===== src/rtl/pe_result_drain.sv =====
// Snapshots N accumulator results on a capture strobe and streams them out, index 0 first.
// Latency: first word valid 1 cycle after capture; N words in N cycles with ready held high.
// Backpressure: i_ready low holds data/idx stable; a capture that would disturb a drain is dropped and flagged.
module pe_result_drain #(
    parameter  int W  = 32,
    parameter  int N  = 4,
    localparam int IW = $clog2(N)
) (
    input  logic             i_clk,
    input  logic             i_rst,
    input  logic             i_capture,
    input  logic [N*2*W-1:0] i_C,
    input  logic             i_ready,
    input  logic             i_clr_overrun,
    output logic             o_valid,
    output logic [2*W-1:0]   o_data,
    output logic [IW-1:0]    o_idx,
    output logic             o_last,
    output logic             o_busy,
    output logic             o_overrun
);

    typedef enum logic {
        IDLE  = 1'b0,
        DRAIN = 1'b1
    } state_t;

    state_t           state_q, state_d;
    logic [IW-1:0]    idx_q, idx_d;
    logic [2*W-1:0]   shadow_q [N];
    logic [2*W-1:0]   shadow_d [N];
    logic             overrun_q, overrun_d;

    logic             at_last;
    logic             xfer;
    logic             load;
    logic             drop;

    // The word on the output is the last of the tile.
    assign at_last = (idx_q == IW'(N - 1));
    // A handshake completes this cycle.
    assign xfer    = (state_q == DRAIN) && i_ready;

    // Next-state logic: capture acceptance, index advance and the sticky overrun flag.
    always_comb begin
        state_d   = state_q;
        idx_d     = idx_q;
        shadow_d  = shadow_q;
        overrun_d = overrun_q;
        load      = 1'b0;
        drop      = 1'b0;

        case (state_q)
            IDLE: begin
                if (i_capture) begin
                    load    = 1'b1;
                    idx_d   = '0;
                    state_d = DRAIN;
                end
            end
            DRAIN: begin
                if (xfer && at_last) begin
                    // Final word leaves this cycle, so a coincident capture
                    // can reload without a bubble.
                    idx_d = '0;
                    if (i_capture) begin
                        load = 1'b1;
                    end else begin
                        state_d = IDLE;
                    end
                end else begin
                    if (xfer) begin
                        idx_d = idx_q + IW'(1);
                    end
                    // Any other capture would corrupt the tile in flight.
                    if (i_capture) begin
                        drop = 1'b1;
                    end
                end
            end
            default: begin
                state_d = IDLE;
            end
        endcase

        if (load) begin
            for (int k = 0; k < N; k++) begin
                shadow_d[k] = i_C[k*2*W +: 2*W];
            end
        end

        // A drop takes priority over a clear in the same cycle.
        if (drop) begin
            overrun_d = 1'b1;
        end else if (i_clr_overrun) begin
            overrun_d = 1'b0;
        end
    end

    // State, index, snapshot and overrun registers with synchronous reset.
    always_ff @(posedge i_clk) begin
        if (i_rst) begin
            state_q   <= IDLE;
            idx_q     <= '0;
            overrun_q <= 1'b0;
            for (int k = 0; k < N; k++) begin
                shadow_q[k] <= '0;
            end
        end else begin
            state_q   <= state_d;
            idx_q     <= idx_d;
            overrun_q <= overrun_d;
            shadow_q  <= shadow_d;
        end
    end

    // Outputs are driven straight from registered state.
    assign o_valid   = (state_q == DRAIN);
    assign o_busy    = (state_q == DRAIN);
    assign o_data    = shadow_q[idx_q];
    assign o_idx     = idx_q;
    assign o_last    = (state_q == DRAIN) && at_last;
    assign o_overrun = overrun_q;

endmodule


===== config.mk =====
export PLATFORM = sky130hd
export DESIGN_NAME = pe_result_drain
export DESIGN_NICKNAME = d
export VERILOG_FILES = /design/src/rtl/pe_result_drain.sv
export SDC_FILE = /design/constraint.sdc
export NUM_CORES = 1
export LEC_CHECK = 0
export CAP_MARGIN = 5
export CORE_ASPECT_RATIO = 1.5
export CORE_MARGIN = 1
export CORE_UTILIZATION = 54
export CTS_CLUSTER_DIAMETER = 40
export DETAILED_ROUTE_END_ITERATION = 7
export HOLD_SLACK_MARGIN = 0.08
export PLACE_DENSITY = 0.86
export SYNTH_ARGS = -nofsm -noshare
export SYNTH_HDL_FRONTEND = slang
export SYNTH_SLANG_ARGS = --single-unit

===== constraint.sdc =====
create_clock -name i_clk -period 2.5 [get_ports i_clk]
set_input_delay 0.5 -clock i_clk [delete_from_list [all_inputs] [get_ports i_clk]]
set_output_delay 0.5 -clock i_clk [all_outputs]
set_load 0.02 [all_outputs]

# == Word level (Yosys, flattened, before mapping) ==
# Cells that the tools add are included.
# Widths: inputs -> output; s select.
# op_classes
add_sub_neg,1
multipliers,0
div_mod_pow,0
n_lt_le_gt_ge,1
n_eq_ne,3
shift,0
muxes,16
bitwise,2
n_reduce_logical,5
# ops
op,count
$bmux 64 s2,1
$mux 64,2
$mux 1,7
$mux 2,3
$pmux 1 s2,2
$pmux 2 s2,1
$ge 3x3->1 const B,1
$logic_and 1x1->1,3
$ne 3x1->1 const B,1
$not 2->3,1
$add 2x1->2 const B,1
$eq 2x2->1 const B,1
$ne 2x2->1 const B,1
$reduce_and 2->1,1
$reduce_bool 2->1,1
$not 1->1,1
# word_totals
regBits,260
latch_bits,0
ram_bits,0
romBits,0
input_bits,261
output_inout_bits,70
word_cells,35
mem_count,0

# == Logic depth before layout (Yosys ltp) ==
# logic_depth
ltp_word,5
depth_mapped,7
ltp_nobuf,4

# == Least setup slack after synthesis ==
# No wires, ideal clock.
# synth_timing
kind,register to output
startpoint,"register idx_q[1], in the netlist o_idx[1]"
endpoint,output o_data[37]
t_arrival_ns,1.615
setup_slack_ns,0.385
path_stages_with_launch,4
n_path_buf,2
cell_sequence,dfxtp_1 -> buf_2 -> buf_4 -> mux4_2
# synth_between
elab_chain_len,4
# synth_lines
item,line_no,source
from (decl),29,"logic [IW-1:0] idx_q, idx_d;"
from (signal assigned),111,idx_q <= idx_d;
$not 2->3 (implied by the code),120,assign o_data = shadow_q[idx_q];
$bmux 64 s2,120,
$mux 64 (implied by the code) (2 in a row),120,
to (decl),16,"output logic [2*W-1:0] o_data,"
# No other way between the ends. The select of a mux whose other input is x is not followed.

# == Worst setup path in the final report ==
# layout_timing
startpoint,"register idx_q[1], in the netlist o_idx[1]"
endpoint,output o_data[46]
# Same word-level chain as after synthesis.

==> flow_metrics.tcl <==
set metrics [dict create \
    status "finished, final reports clean" \
    grt.busiest_layer "met2" \
    critPathLaunchType "register" \
    met2_usage 0.462 \
    rows 70 \
    clock_skew_ns 0.0109 \
    drcViolationCount 0 \
    dpl.cell_count 1785 \
    synth-simple-area-share 0.243 \
    worst_r2r_path_depth 8 \
    core_um2 24300 \
    crit_path_end_kind "output port" \
    numPortBuffers 330 \
    r2r_setup_slack_ns 0.44 \
    antenna_found_initial 16 \
    htree_num_levels 1 \
    area_growth_pct 34.2 \
    yosysUniqueCellTypes 16 \
    vdd_drop_max_mv 0.556 \
    synth_xor_area_frac 0 \
    clkTransAtPathRegs_ns 0.06 \
    finalHoldViolations 0 \
    wl_per_cell_um 17.9 \
    muxShareOfSynthArea 0.301 \
    cp.arrival_ns 1.95 \
    fmax_mhz 409 \
    dpl-instance-area_um2 16600 \
    fin_util 0.735 \
    required_ns 2.00 \
    io_pins 331 \
    finalPower_mw 10.8 \
    setup_viol 0 \
    final_antenna_net_count 0 \
    cts_made_buffers 31 \
    vias 9618 \
    dieArea_um2 25300 \
    grt_max_degree 129 \
    avgSynthCellArea_um2 11.0 \
    viasPerCell 5.12 \
    reg2reg_to "shadow_q[24]" \
    drive_gt1_frac 0.146 \
    place_congestion 0.802 \
    die_width_um 130 \
    syn_area_um2 13300 \
    synth_compound_area_frac 0.00253 \
    start_util 0.547 \
    fin_ws_ns 0.0541 \
    critPathKind "register to output port" \
    worst_hold_path.num_cells 2 \
    holdPathEnd "shadow_q[34]" \
    drt-initial-drc-count 317 \
    max_slew_margin 0.709 \
    clkLatencyLatePin_ns 0.55 \
    clockBufferDepth 3 \
    worst_pin_slew_ns 0.436 \
    syn_nets 1470 \
    dpl_worst_slack_ns 0.212 \
    hpwlAfterDp_um 22100 \
    layout_commonest_cell "nand2b_1" \
    met1_usage 0.291 \
    fin_crit_sh 0.978 \
    post_layout_nonfiller_instances 1879 \
    cts_root_buffer "clkbuf_16" \
    nets 1779 \
    r2r-start "o_idx[0]" \
    power_density_nw_per_um2 604 \
    cap_violations 0 \
    final_cell_mix "nand2b_1, clkdlybuf4s50_1, dfxtp_1" \
    wl_um 33600 \
    maxSlewViolCount 0 \
    grt_pass1_vias 10100 \
    die_y_um 194 \
    ys_ff_latch 260 \
    clkSinkCount 260 \
    tritoncts "built" \
    final.min_clock_period_ns 2.45 \
    p_leak_nw 6.95 \
    path_max_fanout 12 \
    seq_area_frac_synth 0.390 \
    hold_class "register to register" \
    yosys.area_share.adder 0.000939 \
    drt-pass1-iter-count 4 \
    ys_warn_count 0 \
    grt-ovfl-total 0 \
    met3_usage 0.0633 \
    grt_pass1_wl_um 52000 \
    synth_top_family_by_area "multiplexers" \
    syn_inst 1208 \
    rsz0062_at_grt "true" \
    finalInstanceArea_um2 17900 \
    grt_util_all_layers 0.264 \
    min-delay-start "shadow_q[34]" \
]
-- per-layer routing --
layer,vias to the layer above,routed length [um]
met4,4,1510
li1,4678,-
met5,-,31
met1,4580,12700
met3,85,2170
met2,271,17200
-- worst max-delay path: stages (launching register included) --
cell             delay, ns
dfxtp_4               0.41
buf_16                0.18
mux4_2                0.51
clkdlybuf4s15_2       0.28
-- timing repair --
| action | 4_1_cts | 5_1_grt |
|---|---|---|
| setup endpoints to repair | 65 | 35 |
| gates cloned | 6 | 1 |
| gates resized for setup | 209 | 30 |
| setup buffers | 14 | 3 |
| hold buffers | 0 | 0 |
-- cell type report --
cell class                 count  area, um2
sequential                   260       5210
timing repair buffer         377       3880
fill                        1742       6450
clock inverter                19        185
clock buffer                  39        866
antenna                       13       32.5
tap                          324        405
multi-input combinational    847       7310
-- worst max path at each step --
stage	to	cells past startpoint	startpoint	slack, ns
after global routing	o_data[23]	3	o_idx[0]	-0.008
after detailed placement	o_data[37]	3	o_idx[1]	0.21
after global placement	o_data[37]	3	o_idx[1]	0.22
final	o_data[46]	3	o_idx[1]	0.05
after CTS	o_data[62]	4	o_idx[1]	-0.04
after floorplan	o_data[37]	3	o_idx[1]	0.39
-- per-stage QoR --
step | hold WS [ns] | TNS, ns
CTS | 0.471 | -0.149
floorplan | 0.445 | 0
detailed placement | 0.460 | 0
global placement | 0.455 | 0
global route | 0.482 | -0.0309
finish | 0.465 | 0
-- cell families after synthesis --
family | after synthesis
AND/OR/NAND/NOR | 521
multiplexers | 321
flip-flops | 260
buffers and inverters | 101
AO/OA/AOI/OAI | 4
adder cells (fa/ha/maj) | 1
-- Yosys cell counts --
cell type	n	area (um2)
mux4_2	64	1440
buf_12	22	440
nor2b_1	2	12.5
buf_2	10	50.1
ha_1	1	12.5
a21oi_1	1	5.00
buf_4	7	52.6
a32oi_1	2	17.5
mux2i_1	257	2570
buf_6	6	67.6
nor2_1	6	22.5
dfxtp_1	260	5200
nand2b_1	512	3200
a21boi_2	1	11.3
clkbuf_1	56	210
and2_1	1	6.26
-- sequential cells by signal (all words and copies together), names as in the netlist --
name / cells
o_overrun: 1
o_idx: 2
o_busy: 1
shadow_q: 256
-- power by group --
part	leakage, nW	internal [mW]	switching (mW)	total, mW
logic	4.30	1.03	0.678	1.71
registers	2.14	4.41	0.150	4.56
clock network	0.511	2.68	1.85	4.54
total	6.95	8.12	2.68	10.8
Power figures use the tool's default switching activity.
